**config.mk**
```make
export PLATFORM = sky130hd
export DESIGN_NAME = axis_packet_sink
export DESIGN_NICKNAME = d
export VERILOG_FILES = /design/src/rtl/axis_packet_sink.sv
export SDC_FILE = /design/constraint.sdc
export NUM_CORES = 1
export LEC_CHECK = 0
export CORE_MARGIN = 2
export CORE_UTILIZATION = 54
export DETAILED_ROUTE_END_ITERATION = 8
export PLACE_DENSITY = 0.71
export SLEW_MARGIN = 15
export SYNTH_ARGS = -nofsm -noshare
export SYNTH_HDL_FRONTEND = slang
export SYNTH_SLANG_ARGS = --single-unit
```
**constraint.sdc**
```tcl
create_clock -name clk -period 3.95 [get_ports clk]
set_input_delay 0.395 -clock clk [delete_from_list [all_inputs] [get_ports clk]]
set_output_delay 0.395 -clock clk [all_outputs]
set_load 0.01 [all_outputs]
```
**src/rtl/axis_packet_sink.sv**
```systemverilog
// ---------------------------------------------------------------------------
// axis_packet_sink
//
// AXI-Stream slave that buffers accepted beats (payload plus tlast marker) in
// a DEPTH-entry FIFO, drained through a simple one-cycle-latency read port.
// It counts completed packets and can flag packets whose beat count differs
// from the expected packet_size.
//
// Optional feature (compile-time macro):
//   AXIS_SINK_LEN_CHECK_EN  - when defined, the beat counter and the length
//                             comparison are built and len_err is a sticky
//                             flag cleared by err_clr. When undefined, len_err
//                             is tied to 0 and packet_size/err_clr are unused.
//
// Ports:
//   clk          single clock, rising edge
//   resentn      asynchronous active-low reset (deassertion sampled on clk)
//   tdata        stream payload                     (DATA_WIDTH)
//   tvalid       stream payload valid
//   tlast        final beat of packet
//   tready       sink can accept a beat (driven only by the occupancy register)
//   packet_size  expected beats per packet, 0 disables the check (4)
//   rd_en        read request
//   rd_data      read payload                       (DATA_WIDTH)
//   rd_last      tlast stored with rd_data
//   rd_valid     one-cycle pulse, rd_data/rd_last valid
//   empty        FIFO holds no entries
//   full         FIFO holds DEPTH entries
//   in_packet    FSM is inside a multi-beat packet
//   pkt_count    completed packets accepted, wraps (8)
//   len_err      sticky length-mismatch flag
//   err_clr      synchronous clear of len_err (wins over a same-cycle set)
// ---------------------------------------------------------------------------
module axis_packet_sink #(
    parameter int DATA_WIDTH = 32,
    parameter int DEPTH      = 16,
    parameter int ADDR_WIDTH = 4
) (
    input  logic                  clk,
    input  logic                  resentn,
    input  logic [DATA_WIDTH-1:0] tdata,
    input  logic                  tvalid,
    input  logic                  tlast,
    output logic                  tready,
    input  logic [3:0]            packet_size,
    input  logic                  rd_en,
    output logic [DATA_WIDTH-1:0] rd_data,
    output logic                  rd_last,
    output logic                  rd_valid,
    output logic                  empty,
    output logic                  full,
    output logic                  in_packet,
    output logic [7:0]            pkt_count,
    output logic                  len_err,
    input  logic                  err_clr
);

    typedef enum logic {
        IDLE   = 1'b0,
        IN_PKT = 1'b1
    } state_t;

    localparam logic [ADDR_WIDTH:0] FULL_COUNT = (ADDR_WIDTH+1)'(DEPTH);

    // Storage holds {tlast, tdata}; it carries no reset, only the pointers do.
    logic [DATA_WIDTH:0]   mem [DEPTH];
    logic [ADDR_WIDTH-1:0] wr_ptr;
    logic [ADDR_WIDTH-1:0] rd_ptr;
    logic [ADDR_WIDTH:0]   count;
    logic                  accept;
    logic                  rd_fire;
    state_t                state;

    // Flags come straight from the occupancy register, so tready has no
    // combinational dependency on tvalid.
    assign empty   = (count == '0);
    assign full    = (count == FULL_COUNT);
    assign tready  = !full;
    assign accept  = tvalid && tready;
    assign rd_fire = rd_en && !empty;

    // ---- Stage 0: FIFO write and pointer/occupancy bookkeeping ----
    always_ff @(posedge clk) begin
        if (accept) begin
            mem[wr_ptr] <= {tlast, tdata};
        end
    end

    always_ff @(posedge clk or negedge resentn) begin
        if (!resentn) begin
            wr_ptr <= '0;
            rd_ptr <= '0;
            count  <= '0;
        end else begin
            // DEPTH is a power of two, so natural pointer wrap is modulo DEPTH.
            if (accept) begin
                wr_ptr <= wr_ptr + 1'b1;
            end
            if (rd_fire) begin
                rd_ptr <= rd_ptr + 1'b1;
            end
            case ({accept, rd_fire})
                2'b10:   count <= count + 1'b1;
                2'b01:   count <= count - 1'b1;
                default: count <= count;
            endcase
        end
    end

    // ---- Stage 1: registered read port ----
    always_ff @(posedge clk or negedge resentn) begin
        if (!resentn) begin
            rd_valid <= 1'b0;
            rd_data  <= '0;
            rd_last  <= 1'b0;
        end else begin
            rd_valid <= rd_fire;
            if (rd_fire) begin
                {rd_last, rd_data} <= mem[rd_ptr];
            end
        end
    end

    // ---- Packet framing FSM and packet counter ----
    always_ff @(posedge clk or negedge resentn) begin
        if (!resentn) begin
            state     <= IDLE;
            in_packet <= 1'b0;
            pkt_count <= '0;
        end else if (accept) begin
            if (tlast) begin
                // A single-beat packet in IDLE simply stays in IDLE.
                state     <= IDLE;
                in_packet <= 1'b0;
                pkt_count <= pkt_count + 1'b1;
            end else begin
                state     <= IN_PKT;
                in_packet <= 1'b1;
            end
        end
    end

`ifdef AXIS_SINK_LEN_CHECK_EN
    // ---- Packet length check ----
    logic [4:0] beat_cnt;
    logic [5:0] pkt_len;
    logic       len_mismatch;

    // Length is evaluated on six bits so a saturated count of 31 (length 32)
    // never aliases onto a legal packet_size.
    assign pkt_len      = {1'b0, beat_cnt} + 6'd1;
    assign len_mismatch = accept && tlast && (packet_size != 4'd0) &&
                          (pkt_len != {2'b00, packet_size});

    always_ff @(posedge clk or negedge resentn) begin
        if (!resentn) begin
            beat_cnt <= '0;
            len_err  <= 1'b0;
        end else begin
            if (accept) begin
                if (tlast) begin
                    beat_cnt <= '0;
                end else if (beat_cnt != 5'd31) begin
                    beat_cnt <= beat_cnt + 1'b1;
                end
            end
            if (err_clr) begin
                len_err <= 1'b0;
            end else if (len_mismatch) begin
                len_err <= 1'b1;
            end
        end
    end
`else
    logic unused_len_inputs;

    assign unused_len_inputs = ^{packet_size, err_clr, state};
    assign len_err           = 1'b0;
`endif

endmodule

```
* Yosys cells after proc, flatten, opt, wreduce, memory -nomap -nowiden
Memory sizes are Yosys's and may differ from the RTL's. A register that Yosys moved wholly into a read port is not among the register bits.
Index checks and enable logic that the tools add are counted.
** Word-level totals
- Flip-flop bits (word level) :: 23
- Latch bits :: 0
- Bits in writable memories :: 528
- Memory bits (read-only) :: 0
- Bits of input ports :: 42
- Output and inout bits :: 47
- Word-level logic and storage cells :: 27
- Memories kept :: 1
** Memories
- mem :: words 16, bits a word 33, read ports 1, clocked after memory_dff 1, wr ports 1, RTL line 66 : logic [DATA_WIDTH:0] mem [DEPTH];
** Cells by class
- Add/subtract/negate cells :: 5
- Multipliers :: 0
- Div/mod/pow operators :: 0
- Magnitude comparators :: 0
- Equal/unequal tests :: 3
- Shift-type cells :: 0
- Muxes and demuxes :: 4
- Bitwise gates (word level) :: 0
- Reductions and logical operators :: 8
** Operators by type and width (count)
- $pmux 5 s2 :: 1
- $add 4x1->4 const B :: 2
- $add 8x1->8 const B :: 1
- $add 5x1->5 const B :: 1
- $eq 5x5->1 const B :: 1
- $logic_not 5->1 :: 1
- $sub 5x1->5 const B :: 1
- $logic_not 1->1 :: 3
- $mux 1 :: 3
- $eq 2x1->1 const B :: 1
- $eq 2x2->1 const B :: 1
- $logic_and 1x1->1 :: 2
- $reduce_and 2->1 :: 1
- $reduce_bool 2->1 :: 1

* Longest topological paths before layout
Gate-level depths: netlist of the first run.
- Depth in word-level cells :: 5
- Mapped depth :: 12
- Depth with buffers taken out :: 11

* Least setup slack after synthesis of the first run
Ideal clock, no wire load.
- Kind :: register -> register
- From :: register count[0]
- To :: memory mem[3][0] (netlist bit), enable pin
- Setup time :: 464 ps
- Data arrival time :: 3259 ps
- Required time :: 3486 ps
- Path slack :: 227 ps
- Stages on the path, launching flop included :: 6
- Buffers on the path :: 1
- Clock period less this slack :: 3723 ps
- Cells stage by stage :: dfrtp_1 > nor4_2 > a21boi_1 > buf_2 > nand2_1 > nor3_1
** On the way
- Cells in the longest elaborated chain, start to end :: 5
** RTL lines
- start, declared :: RTL line 69 : logic [ADDR_WIDTH:0] count;
- start signal, assigned :: RTL line 103 : 2'b10: count <= count + 1'b1;
- start signal, assigned :: RTL line 104 : 2'b01: count <= count - 1'b1;
- start signal, assigned :: RTL line 105 : default: count <= count;
- $eq 5x5->1 :: RTL line 77 : assign full = (count == FULL_COUNT);
- $logic_not 1->1 :: RTL line 78 : assign tready = !full;
- $logic_and 1x1->1 :: RTL line 79 : assign accept = tvalid && tready;
- $mux 1 :: RTL line 84 : if (accept) begin
- $mux 1 (implied by the code) :: RTL line 85 : mem[wr_ptr] <= {tlast, tdata};
- end, declared :: RTL line 66
Every way passes these cells.

* Worst setup path in the final report of the first run
- From :: register count[0]
- To :: register count[4]
** On the way
- Cells in the longest elaborated chain, start to end :: 5
- Elaborated cells between the ends (all ways) :: 12
- Classes of those cells :: add/sub (2); eq/ne (3); mux (1); reduce/logical (6)
** RTL lines
- $eq 5x5->1 / $logic_not 5->1 (equally long branches) :: RTL line 77, 76
- $logic_not 1->1, on equally long branches :: RTL line 78, 80
- $logic_and 1x1->1, on equally long branches :: RTL line 79, 80
- $eq 2x1->1 / $eq 2x2->1 (equally long branches) :: RTL line 102 : case ({accept, rd_fire})
- $pmux 5 s2 / $reduce_bool 2->1 (equally long branches)
Several ways; a longest one is shown, not always the timed one.
A chain may end at the register's enable or synchronous reset.

==> run_results.csv, run 1 <==
group,metric,value,unit
grt,antenna_found_initial,2,
clock_tree,clkLatencyLatePin,0.60,ns
setup_path,startpoint,"count[0]",
worst_hold_path,hold_path.class,"register to register",
sta,rsz0062_at_grt,"false",
setup_path,crit_top_cell,"inv_1",
setup_path,cp_num_buf_inv,3,
yosys,syn_area,22260,µm²
yosys,synth_most_common_cell,"edfxtp_1",
yosys,synth_top_area_cell,"edfxtp_1",
clock_tree,cts_root_buffer,"clkbuf_16",
grt,track_usage,21.57,%
grt,grt_max_degree,73,
yosys,synth_seq_cells,584,
layout,layout.nets,1178,
sta,max_freq,318.0,MHz
floorplan,ios,89,
power_and_ir_drop,ir_worst_vdd,0.4256,mV
sta,worst_pin_slew,1.114,ns
route,post_drt_wl_per_cell,26.61,µm
clock_tree,numCtsBuffers,56,
layout,fillCellCount,2730,
setup_path,cp.required,4.42,ns
yosys,ys_seq_area_share,77.54,%
yosys,synth_edf_count,528,
worst_hold_path,min_path_cells,2,
sta,fin_crit,3.145,ns
clock_tree,cts_tree,"done",
sta,fin_skew,0.01555,ns
clock_tree,clockBufferDepth,3,
clock_tree,clk_pin_slew_worst_paths,0.06,ns
setup_path,path_class,"register to register",
layout,finish.utilization,63.39,%
setup_path,reg2reg_slack,0.81,ns
floorplan,start_util,54.63,%
route,remaining_drc_errors,0,
floorplan,die_w,207.0,µm
yosys,async_flop_share,9.589,%
route,postRouteAntennaNets,0,
yosys,ys_top_cells_by_area,"edfxtp_1, mux4_2, dfrtp_1, mux4_1, o22ai_1",
setup_path,critPathLaunchType,"register",
floorplan,row_count,74,
grt,grt_pass1_wl,68610,µm
setup_path,worstSetupEndpointType,"register",
worst_hold_path,hold_path_startpoint,"in_packet",
yosys,synth_top_area_share,71.24,%
setup_path,max_stage_delay,0.47,ns
yosys,syn_inst,1009,
setup_path,cp_slowest_cell,"nor4_2",
yosys,synth_cell_type_count,35,
power_and_ir_drop,p_leak,8.358,nW
setup_path,r2r_end,"count[4]",
setup_path,path_max_fanout,11,
floorplan,die_area,42850,µm²
clock_tree,cts_resized,0,
setup_path,critical_path.top_delay_family,"simple AND/OR/NAND/NOR gates",
route,avgViaCountPerCell,6.160,
floorplan,coreArea,40740,µm²
sta,hold_viol,0,
placement,hpwl,23580,µm
route,dr.pass1.iters,5,
setup_path,reg2regPathDepth,12,
yosys,synth.cells.most_frequent,"edfxtp_1, mux4_2, o22ai_1",
power_and_ir_drop,finalPower,0.01848,W
clock_tree,cts_max_level,2,
yosys,yosysWarnings,0,
sta,timing.final.crit_share,79.62,%
clock_tree,clkSinkCount,584,
layout,synthToLayoutAreaGrowth,16.05,%
placement,portBuffers,82,
placement,routabilityCongestion,0.7462,
sta,final-setup-viol-count,0,
flow_run,drv_cap,0,
floorplan,dieHeight,207.0,µm
setup_path,crit_arrival,3.62,ns
route,drtIter0Drc,875,
route,wirelength,45340,µm
sta,finalMaxSlewViolations,0,
layout,fin_cells,1704,
layout,drive_gt1_share,24.83,%
sta,relSlewSlack,25.73,%
yosys,synth-main-ff-cell,"edfxtp_1",
yosys,synth.avg_cell_area,22.06,µm²
worst_hold_path,hold_path_end,"in_packet",
setup_path,r2r-start,"count[0]",
placement,dp.cells,1598,
sta,hold_slack,0.4803,ns
power_and_ir_drop,power.density,715.5,nW/µm²
grt,grt_pass1_vias,10880,
yosys,synthesis.nets,1062,
status,outcome,"finished, final reports clean",
setup_path,crit_chain,"nor4_2, a21boi_1, buf_4, inv_1, ha_1, inv_1, fa_1, nor2b_1, o21ai_0, nand3_1, or3b_2, xnor2_1",
grt,grt_overflow,0,
route,vias,10500,
sta,setup_tns,0,ns
layout,diodes,0,
[layout by cell type (no fill, tap or decap), types with 3 or more instances in the layout]
cell type / count
nor3_2: 4
xor2_1: 5
clkinv_2: 7
clkdlybuf4s50_1: 81
nand3_1: 4
nand4_1: 3
bufinv_16: 8
xnor2_1: 12
nand2_1: 12
o22ai_1: 64
buf_4: 22
dfrtp_1: 53
mux4_1: 16
inv_1: 12
mux2_2: 35
edfxtp_1: 528
clkbuf_16: 56
clkbuf_8: 5
clkbuf_1: 15
a21oi_1: 35
clkinv_1: 11
buf_12: 12
ha_1: 10
o21ai_0: 5
mux4_2: 116
nor2_4: 12
[final cells by class]
| type | count | area, µm² | area share (%) |
|---|---|---|---|
| Clock inverter | 29 | 350.3 | 1.357 |
| Multi-Input combinational cell | 355 | 4747 | 18.38 |
| Inverter | 12 | 45.04 | 0.1744 |
| Sequential cell | 584 | 17270 | 66.85 |
| Tap cell | 532 | 665.6 | 2.577 |
| Clock buffer | 76 | 1526 | 5.911 |
| Timing Repair Buffer | 116 | 1226 | 4.748 |
[logic make-up (layout without fill, tap and decap cells)]
family | count (synthesis) | after routing | synth area share (%)
XOR/XNOR | 17 | 17 | 0.6690
flip-flops | 584 | 584 | 77.54
multiplexers | 168 | 168 | 15.44
other | 1 | 1 | 0.01685
AO/OA/AOI/OAI | 109 | 109 | 2.912
buffers and inverters | 70 | 233 | 1.687
AND/OR/NAND/NOR | 49 | 49 | 1.079
adder cells (fa/ha/maj) | 11 | 11 | 0.6522
[flip-flops by register name, indices dropped and copies added (netlist names)]
register   cells
count          5
in_packet      1
mem          528
pkt_count      8
rd_data       32
rd_last        1
rd_ptr         4
rd_valid       1
wr_ptr         4
[timing repair]
item	in CTS	in global routing
endpoints found under the hold margin	56	0
hold buffers	1	0
setup buffers	0	0
[worst max path at each step]
stage,to,cells past startpoint,slack (ns)
2_1_floorplan,mem[3][0],5,0.23
3_3_place_gp,count[4],12,0.83
3_5_place_dp,count[4],12,0.82
4_1_cts,count[4],12,0.80
5_1_grt,count[4],12,0.54
6_report,count[4],12,0.81
[tightest hold or removal path, delay by kind of cell (launching register included)]
kind               cells  cell delay, ns
and+or+nand+nor        1            0.04
AOI/OAI and AO/OA      1            0.06
DFF                    1            0.34
[stage by stage]
stage,cell area [µm²],worst slack (ns)
floorplan,22260,0.2267
global placement,23940,0.8284
detailed placement,23940,0.8210
CTS,25830,0.7950
global route,25830,0.5417
finish,25830,0.8052
[report_power, final]
group	leakage [nW]	internal (W)	total [W]	switching [W]
clock network	0.917	0.00323	0.00543	0.00220
logic	2.04	0.00251	0.00486	0.00235
registers	5.40	0.00758	0.00819	0.000614
[routing by layer]
| layer | track usage (%) | vias up | part of all wire (%) |
|---|---|---|---|
| li1 | - | 4464 | - |
| met5 | 0 | - | 0.035 |
| met3 | 4.078 | 70 | 6.3 |
| met4 | 5.296 | 2 | 1.8 |
| met2 | 34.64 | 330 | 49 |
| met1 | 31.16 | 5630 | 42 |
(Power assumes the default switching activity.)
==> inputs of run 2 (changes only) <==
--- a/config.mk
+++ b/config.mk
@@ -6,9 +6,9 @@
 export NUM_CORES = 1
 export LEC_CHECK = 0
 export CORE_MARGIN = 2
-export CORE_UTILIZATION = 54
+export CORE_UTILIZATION = 60
 export DETAILED_ROUTE_END_ITERATION = 8
-export PLACE_DENSITY = 0.71
+export PLACE_DENSITY = 0.75
 export SLEW_MARGIN = 15
 export SYNTH_ARGS = -nofsm -noshare
 export SYNTH_HDL_FRONTEND = slang
==> constraint.sdc (replaced) <==
create_clock -name clk -period 3.3 [get_ports clk]
set_input_delay 0.33 -clock clk [delete_from_list [all_inputs] [get_ports clk]]
set_output_delay 0.33 -clock clk [all_outputs]
set_load 0.01 [all_outputs]
==> run_results.csv, run 2 (synthesized netlist as in run 1, its figures left out) <==
group,metric,value,unit
status,outcome,"finished, final reports clean",
grt,grt_overflow,0,
layout,top_regs,"mem: 528 flops, rd_data: 32 flops, pkt_count: 8 flops",
route,post_drt_wl_per_cell,28.24,µm
clock_tree,postCtsSetupBuffers,0,
placement,portBuffers,82,
setup_path,path_class,"register to register",
layout,synthToLayoutAreaGrowth,15.48,%
grt,track_usage,24.90,%
setup_path,crit_top_cell,"inv_1",
power_and_ir_drop,p_leak,8.362,nW
sta,fin_crit,2.777,ns
setup_path,critPathLaunchType,"register",
placement,dp_slack,0.4475,ns
sta,fin_skew,0.02783,ns
floorplan,start_util,60.79,%
setup_path,worstSetupEndpointType,"register",
sta,final-setup-viol-count,0,
placement,hpwl,24730,µm
setup_path,max_stage_delay,0.45,ns
sta,max_freq,360.1,MHz
worst_hold_path,hold_path.class,"input pin to asynchronous set/reset pin",
clock_tree,numCtsBuffers,54,
flow_run,drv_cap,0,
setup_path,reg2reg_slack,0.52,ns
power_and_ir_drop,p_sw,0.006227,W
floorplan,ios,89,
placement,dpl_cell_area,24000,µm²
sta,hold_slack,0.4432,ns
setup_path,path_max_fanout,5,
power_and_ir_drop,power.density,848.1,nW/µm²
floorplan,coreArea,36610,µm²
power_and_ir_drop,combPwrFrac,28.2,%
sta,hold_viol,0,
route,drtIter0Drc,1058,
route,remaining_drc_errors,0,
layout,layout_commonest_cell,"edfxtp_1",
layout,design_area,25700,µm²
grt,grt_max_degree,88,
sta,setup_slack,0.5229,ns
setup_path,r2r-start,"count[0]",
route,postRouteAntennaNets,0,
setup_path,reg2regPathDepth,11,
setup_path,cp.required,3.76,ns
clock_tree,clockBufferDepth,3,
clock_tree,cts_tree,"done",
setup_path,crit_chain,"nor4_2, a21boi_1, inv_1, ha_1, inv_1, fa_1, nor2b_1, o21ai_0, nand3_1, or3b_2, xnor2_1",
sta,rsz0062_at_grt,"false",
clock_tree,clkLatencyLatePin,0.60,ns
setup_path,crit_arrival,3.24,ns
layout,drive_gt1_share,25.63,%
sta,setup_tns,0,ns
power_and_ir_drop,switching_share,28.57,%
setup_path,crit_path_end,"count[4]",
clock_tree,clk_pin_slew_worst_paths,0.06,ns
power_and_ir_drop,ir_worst_vdd,0.5749,mV
layout,fillCellCount,2190,
floorplan,row_count,70,
route,wirelength,46590,µm
setup_path,cp_slowest_cell,"or3b_2",
setup_path,r2r_end,"count[4]",
layout,layout.nets,1193,
setup_path,startpoint,"count[0]",
clock_tree,cts_max_level,2,
power_and_ir_drop,pwr-share-seq,44.4,%
power_and_ir_drop,p_int,0.01557,W
clock_tree,cts_hold_buf,1,
power_and_ir_drop,p_clk_share,27.4,%
layout,diodes,0,
layout,regMostFlops,"mem",
grt,grt_pass1_wl,69280,µm
layout,largest_reg_flops,528,
clock_tree,clkSinkCount,584,
floorplan,dieHeight,196.6,µm
clock_tree,cts_root_buffer,"clkbuf_16",
sta,relSlewSlack,31.29,%
route,dr.pass1.iters,6,
placement,routabilityCongestion,0.7730,
floorplan,die_w,196.6,µm
sta,timing.final.crit_share,84.15,%
floorplan,die_area,38650,µm²
sta,worst_pin_slew,1.031,ns
layout,final_cell_mix,"edfxtp_1, mux4_2, clkdlybuf4s50_1",
route,vias,10620,
clock_tree,cts_resized,0,
route,avgViaCountPerCell,6.439,
sta,finalMaxSlewViolations,0,
power_and_ir_drop,finalPower,0.02180,W
grt,antenna_found_initial,1,
grt,grt_pass1_vias,10950,
-- run 2: cell types whose count changed in the layout (fill, tap and decap cells not counted), moves of 4 or more --
cell,change
nor3_2,-4
buf_4,+18
nor3_4,+4
clkinv_1,-8
bufinv_16,-5
clkbuf_1,+6
-- run 2: worst min-delay path by stage --
stage,to,depth (start not counted)
after floorplan,count[0],0
after global placement,pkt_count[7],1
after detailed placement,pkt_count[7],1
after CTS,rd_data[14],2
after global routing,pkt_count[7],1
final,rd_data[14],2
-- run 2: area by class of cell --
type	count	area [µm²]	area share, %
multi-input combinational	355	4772	18.57
timing repair buffer	133	1341	5.219
clock buffer	82	1526	5.939
tap	468	585.6	2.278
sequential	584	17270	67.18
clock inverter	16	165.2	0.6426
inverter	12	45.04	0.1753
-- run 2: power by group through the flow --
stage                     Sequential, W  Combinational, W  Clock [W]
after global routing            0.00978           0.00657    0.00633
after floorplan                 0.00960           0.00420          0
final                           0.00969           0.00614    0.00597
after global placement          0.00978           0.00602          0
after CTS                       0.00970           0.00621    0.00607
after detailed placement        0.00984           0.00615          0
-- run 2: metal layers --
metal	part of all wire (%)	track usage, %	vias to the layer above
li1	-	-	4480
met3	7.4	4.671	68
met5	0.026	0	-
met1	41	36.35	5620
met4	1.8	6.043	2
met2	49	40.08	454
-- run 2: worst max-delay path, delay by kind of cell (launching register included) --
| kind | cells | cell delay, ns |
|---|---|---|
| AND/OR/NAND/NOR | 4 | 0.97 |
| buffers and inverters | 2 | 0.25 |
| XOR/XNOR | 1 | 0.13 |
| adder cells (fa/ha/maj) | 2 | 0.65 |
| AO/OA/AOI/OAI | 2 | 0.23 |
| flip-flops | 1 | 0.43 |
-- run 2: per-stage QoR --
stage | util [%] | cells
after detailed placement | 65.55 | 1551
after global routing | 70.20 | 1650
after floorplan | - | 1009
after CTS | 70.20 | 1650
after global placement | 65.55 | 1551
final | 70.20 | 1650
